===== src/rtl/hazard_ctrl.sv =====
// Pipeline sequencing controller: load-use stalls, multi-cycle EX holds and
// taken-branch flushes, with saturating stall/flush statistics.
module hazard_ctrl #(
    parameter int REG_AW       = 3,
    parameter int FLUSH_CYCLES = 2,
    parameter int MC_TIMEOUT   = 64,
    parameter int CNT_W        = 16
) (
    input  logic              clk,
    input  logic              rst,
    input  logic [REG_AW-1:0] id_rs,
    input  logic [REG_AW-1:0] id_rt,
    input  logic              id_uses_rs,
    input  logic              id_uses_rt,
    input  logic              ex_memread,
    input  logic              ex_regwrite,
    input  logic [REG_AW-1:0] ex_rt,
    input  logic              ex_mc_op,
    input  logic              ex_branch_taken,
    input  logic              mc_done,
    output logic              pc_stall,
    output logic              ifid_stall,
    output logic              ifid_flush,
    output logic              idex_hold,
    output logic              idex_bubble,
    output logic              exmem_bubble,
    output logic              mc_start,
    output logic              mc_error,
    output logic [CNT_W-1:0]  stall_cnt,
    output logic [CNT_W-1:0]  flush_cnt
);

    localparam int TW = (MC_TIMEOUT > 2) ? $clog2(MC_TIMEOUT) : 1;
    localparam int FW = $clog2(FLUSH_CYCLES + 1);

    localparam logic [1:0] ST_RUN     = 2'd0;
    localparam logic [1:0] ST_MC_WAIT = 2'd1;
    localparam logic [1:0] ST_FLUSH   = 2'd2;

    logic [1:0]    state_q, state_d;
    logic [TW-1:0] timer_q, timer_d;
    logic [FW-1:0] fcnt_q, fcnt_d;
    logic          err_q, err_d;
    logic          flush_evt;
    logic          load_use;
    logic          timeout;

    assign load_use = ex_memread & ex_regwrite &
                      ((id_uses_rs & (id_rs == ex_rt)) | (id_uses_rt & (id_rt == ex_rt)));
    assign timeout  = (timer_q == TW'(MC_TIMEOUT - 1));
    assign mc_error = err_q;

    always_comb begin
        state_d      = state_q;
        timer_d      = timer_q;
        fcnt_d       = fcnt_q;
        err_d        = err_q;
        flush_evt    = 1'b0;
        pc_stall     = 1'b0;
        ifid_stall   = 1'b0;
        ifid_flush   = 1'b0;
        idex_hold    = 1'b0;
        idex_bubble  = 1'b0;
        exmem_bubble = 1'b0;
        mc_start     = 1'b0;
        case (state_q)
            ST_RUN: begin
                if (ex_branch_taken) begin
                    ifid_flush  = 1'b1;
                    idex_bubble = 1'b1;
                    flush_evt   = 1'b1;
                    if (FLUSH_CYCLES > 1) begin
                        state_d = ST_FLUSH;
                        fcnt_d  = FW'(FLUSH_CYCLES - 1);
                    end
                end else if (ex_mc_op) begin
                    mc_start     = 1'b1;
                    pc_stall     = 1'b1;
                    ifid_stall   = 1'b1;
                    idex_hold    = 1'b1;
                    exmem_bubble = 1'b1;
                    timer_d      = '0;
                    state_d      = ST_MC_WAIT;
                end else if (load_use) begin
                    pc_stall    = 1'b1;
                    ifid_stall  = 1'b1;
                    idex_bubble = 1'b1;
                end
            end
            ST_MC_WAIT: begin
                // A done pulse on the timeout cycle still counts as success.
                if (mc_done) begin
                    state_d = ST_RUN;
                end else if (timeout) begin
                    err_d   = 1'b1;
                    state_d = ST_RUN;
                end else begin
                    pc_stall     = 1'b1;
                    ifid_stall   = 1'b1;
                    idex_hold    = 1'b1;
                    exmem_bubble = 1'b1;
                    timer_d      = timer_q + TW'(1);
                end
            end
            ST_FLUSH: begin
                ifid_flush  = 1'b1;
                idex_bubble = 1'b1;
                fcnt_d      = fcnt_q - FW'(1);
                if (fcnt_q <= FW'(1)) begin
                    state_d = ST_RUN;
                end
            end
            default: state_d = ST_RUN;
        endcase

        if (rst) begin
            pc_stall     = 1'b0;
            ifid_stall   = 1'b0;
            ifid_flush   = 1'b0;
            idex_hold    = 1'b0;
            idex_bubble  = 1'b0;
            exmem_bubble = 1'b0;
            mc_start     = 1'b0;
        end
    end

    always_ff @(posedge clk) begin
        if (rst) begin
            state_q   <= ST_RUN;
            timer_q   <= '0;
            fcnt_q    <= '0;
            err_q     <= 1'b0;
            stall_cnt <= '0;
            flush_cnt <= '0;
        end else begin
            state_q <= state_d;
            timer_q <= timer_d;
            fcnt_q  <= fcnt_d;
            err_q   <= err_d;
            if (pc_stall && (stall_cnt != {CNT_W{1'b1}})) begin
                stall_cnt <= stall_cnt + CNT_W'(1);
            end
            if (flush_evt && (flush_cnt != {CNT_W{1'b1}})) begin
                flush_cnt <= flush_cnt + CNT_W'(1);
            end
        end
    end

endmodule


===== config.mk =====
export PLATFORM = sky130hd
export DESIGN_NAME = hazard_ctrl
export DESIGN_NICKNAME = d
export VERILOG_FILES = /design/src/rtl/hazard_ctrl.sv
export SDC_FILE = /design/constraint.sdc
export NUM_CORES = 1
export LEC_CHECK = 0
export ABC_AREA = 0
export CAP_MARGIN = 20
export CELL_PAD_IN_SITES_DETAIL_PLACEMENT = 1
export CELL_PAD_IN_SITES_GLOBAL_PLACEMENT = 2
export CORE_MARGIN = 2
export CORE_UTILIZATION = 30
export CTS_CLUSTER_SIZE = 28
export DETAILED_ROUTE_END_ITERATION = 10
export HOLD_SLACK_MARGIN = 0.08
export PLACE_DENSITY = 0.86
export SYNTH_ARGS = -nofsm -noshare
export SYNTH_HDL_FRONTEND = slang
export SYNTH_SLANG_ARGS = --single-unit
export TNS_END_PERCENT = 100

===== constraint.sdc =====
create_clock -name clk -period 4.9 [get_ports clk]
set_clock_uncertainty 0.15 [all_clocks]
set_input_delay 0.49 -clock clk [delete_from_list [all_inputs] [get_ports clk]]
set_output_delay 0.49 -clock clk [all_outputs]
set_load 0.01 [all_outputs]

==> flow_summary_export.csv <==
group,metric,value,unit
global_routing,grt_pass1_wl,9280,microns
drt,ant_nets,0,
logic_synthesis,ys_seq_elements,43,
worst_setup_path,r2r-start,"stall_cnt[0]$_SDFFE_PP0P_",
clock_tree,ctsRootBufferMaster,"clkbuf_8",
clock_tree,post_cts_resized,0,
power_and_ir_drop,pwr_density_cell,241,mW/mm^2
drt,drt_iter0_drc,39,
logic_synthesis,async_flop_share,0,%
worst_hold_path,min_to,"fcnt_q[0]$_SDFFE_PP0P_",
power_and_ir_drop,p_comb_share,10.5,%
drt,viasPerCell,4.89,
worst_setup_path,cp_common_cell,"clkdlybuf4s50_1",
drt,firstDrtPassIters,2,
logic_synthesis,synth-edff-count,0,
floorplanning,start_util,31.1,%
final_layout,regArea,861,sq um
worst_setup_path,cp-end-kind,"output port",
timing,relSlewSlack,46.0,%
worst_hold_path,worstHoldPathCells,1,
worst_setup_path,critPathLaunchType,"primary input",
clock_tree,cts_buffer_depth,2,
power_and_ir_drop,power.switching,0.170,mW
global_routing,antenna_found_initial,0,
floorplanning,die_area,0.00778,sq mm
timing,period_share,66.9,%
outcome,outcome,"completed",
worst_setup_path,r2r_end,"stall_cnt[15]$_SDFFE_PP0P_",
final_layout,diodes,0,
timing,tns,0,ps
worst_setup_path,cp_cell_sequence,"clkdlybuf4s50_1 > xnor2_1 > nand4_1 > a2111oi_4 > or2_2 > clkdlybuf4s50_1",
logic_synthesis,synth_ff_type,"dfxtp_1",
clock_tree,clkTransAtPathRegs,90,ps
logic_synthesis,synth.distinct_cells,41,
logic_synthesis,netlist_area,0.00213,sq mm
worst_setup_path,cp_max_fo,6,
drt,drt_wl_total,5580,microns
global_routing,grt_util_all_layers,15.2,%
timing,worst_slew_pin_slew,810,ps
final_layout,drive_gt1_share,5.52,%
clock_tree,insertion_delay,300,ps
drt,remaining_drc_errors,0,
final_layout,layout_common_cells,"clkdlybuf4s50_1 (57), dfxtp_1 (43), nor2_1 (34), a21oi_1 (18)",
floorplanning,fp.dieH,88.2,microns
power_and_ir_drop,switching_share,24.6,%
drt,num_vias,1975,
worst_setup_path,critical_path.slowest_cell,"a2111oi_4",
power_and_ir_drop,clockPowerShare,37.1,%
clock_tree,cts_tree,"yes",
timing,finalHoldViolCount,0,
logic_synthesis,synth_area_per_cell,8.44,sq um
worst_setup_path,slowest_delay,570,ps
drt,avgRoutedWirePerCell,13.8,microns
final_layout,area_growth,34.6,%
final_layout,layout_commonest_cell,"clkdlybuf4s50_1",
logic_synthesis,syn_inst,252,
power_and_ir_drop,p_int,0.520,mW
power_and_ir_drop,ir_worst_vdd,118,uV
power_and_ir_drop,pwr-share-seq,52.3,%
floorplanning,fp-row-count,30,
placed_design,preCtsSetupSlack,1610,ps
worst_setup_path,r2r_setup_slack,2220,ps
clock_tree,htree_levels,2,
timing,period_needed,3280,ps
logic_synthesis,synth_seq_area_share,40.5,%
clock_tree,post_cts_buffers,0,
floorplanning,pin_count,58,
final_layout,fill_cells,826,
global_routing,grt_pass1_vias,2030,
worst_setup_path,reg2regPathDepth,7,
timing,setup_violations,0,
final_layout,final_nets,329,
logic_synthesis,yosys_warnings,0,
placed_design,gp_congestion,0.749,
worst_hold_path,worstHoldStart,"fcnt_q[0]$_SDFFE_PP0P_",
clock_tree,cts_hold_buf,0,
timing,fin_hold_ws,335,ps
logic_synthesis,synth_nets,274,
clock_tree,clkSinkCount,43,
placed_design,io_buffers,57,
global_routing,grt_max_degree,41,
timing,fin_ws,1620,ps
power_and_ir_drop,p_leak,0.910,nW
clock_tree,cts-buffers-inserted,5,
placed_design,place_hpwl,4060,microns
final_layout,multi_input_area,0.00117,sq mm
job,maxCapViolations,0,
worst_setup_path,cp.required,4260,ps
worst_setup_path,criticalPathCategory,"in2out",
worst_hold_path,hold_class,"reg2reg",
worst_setup_path,worstPathArrival,2640,ps
timing,rsz0062_at_grt,"no",
timing,max_freq,305,MHz
floorplanning,die_w,88.2,microns
floorplanning,design.core.area,0.00683,sq mm
timing,slew_viol_final,0,
global_routing,grt_overflow,0,
## metal layers
metal  vias to the layer above  part of all wire, %  global-route usage (%)
li1                       1003                    -                       -
met1                       939                   46                    18.1
met2                        28                   50                    26.9
met3                         5                  3.0                    3.96
met4                         0                  1.2                    4.13
met5                         -                    0                       0
## layout make-up
class | count | share of cell area [%]
multi-input combinational | 192 | 41.0
tap | 96 | 4.19
timing repair buffer | 58 | 20.2
clock buffer | 7 | 3.36
inverter | 7 | 0.917
sequential | 43 | 30.1
clock inverter | 1 | 0.262
## cells in the mapped netlist, types with 2 or more instances
master	instances	area share [%]
nor2_1	34	6.0
and3_1	3	0.88
nand3_1	17	4.0
xnor2_1	14	5.8
o21a_1	2	0.71
xor2_1	9	3.7
nand2_1	17	3.0
dfxtp_1	43	40
o31ai_1	4	1.4
a21oi_1	18	4.2
or4_1	5	1.8
ha_1	4	2.4
o211ai_1	3	1.1
mux2i_1	3	1.4
buf_4	3	1.1
or2_2	3	0.88
nand4_1	11	3.2
nor3b_1	2	0.71
o21ai_0	13	3.1
or3_1	9	2.6
clkbuf_1	3	0.53
inv_1	7	1.2
buf_6	2	1.1
nor3_1	6	1.4
## worst max-delay path by stage
stage                                    from  slack (ps)  depth (start not counted)                        end
global route                         ex_rt[2]        1460                          6                   pc_stall
detailed placement                   ex_rt[0]        1610                          6                 ifid_stall
finish                               ex_rt[0]        1620                          6                   pc_stall
global placement                     ex_rt[0]        1650                          6                   pc_stall
floorplan           stall_cnt[0]$_SDFFE_PP0P_        2560                          9  stall_cnt[1]$_SDFFE_PP0P_
CTS                                  ex_rt[0]        1610                          6                 ifid_stall
## critical path, delay by kind of cell
family / cells / cell delay [ps]
AND/OR/NAND/NOR: 2 / 400
AO/OA/AOI/OAI: 1 / 570
XOR/XNOR: 1 / 130
buffers and inverters: 2 / 1040
## stage by stage
step / cells / power (mW) / util (%) / area (sq um)
after floorplan: 252 / 0.408 / - / 2130
after global placement: 396 / 0.440 / 40.4 / 2760
after detailed placement: 396 / 0.442 / 40.4 / 2760
after CTS: 404 / 0.700 / 41.9 / 2860
after global routing: 404 / 0.724 / 41.9 / 2860
final: 404 / 0.689 / 41.9 / 2860
## flip-flops by register name, summed over array words and instances (netlist names)
| signal | flops |
|---|---|
| flush_cnt | 16 |
| mc_error | 1 |
| state_q | 2 |
| fcnt_q | 2 |
| timer_q | 6 |
| stall_cnt | 16 |
## cell families after synthesis
| group | after synthesis | share of synthesized area [%] |
|---|---|---|
| flip-flops | 43 | 40.5 |
| AO/OA/AOI/OAI | 49 | 15.1 |
| buffers and inverters | 17 | 4.29 |
| XOR/XNOR | 23 | 9.47 |
| multiplexers | 3 | 1.41 |
| AND/OR/NAND/NOR | 113 | 26.9 |
| adder cells (fa/ha/maj) | 4 | 2.35 |
## power groups by stage
stage	Combinational, mW	Sequential (mW)	Clock (mW)
2_1_floorplan	0.0398	0.368	0
3_3_place_gp	0.0715	0.369	0
3_5_place_dp	0.0735	0.369	0
4_1_cts	0.0738	0.361	0.266
5_1_grt	0.0802	0.362	0.281
6_report	0.0726	0.361	0.256
Note: power is estimated with default switching activity, not from simulation.
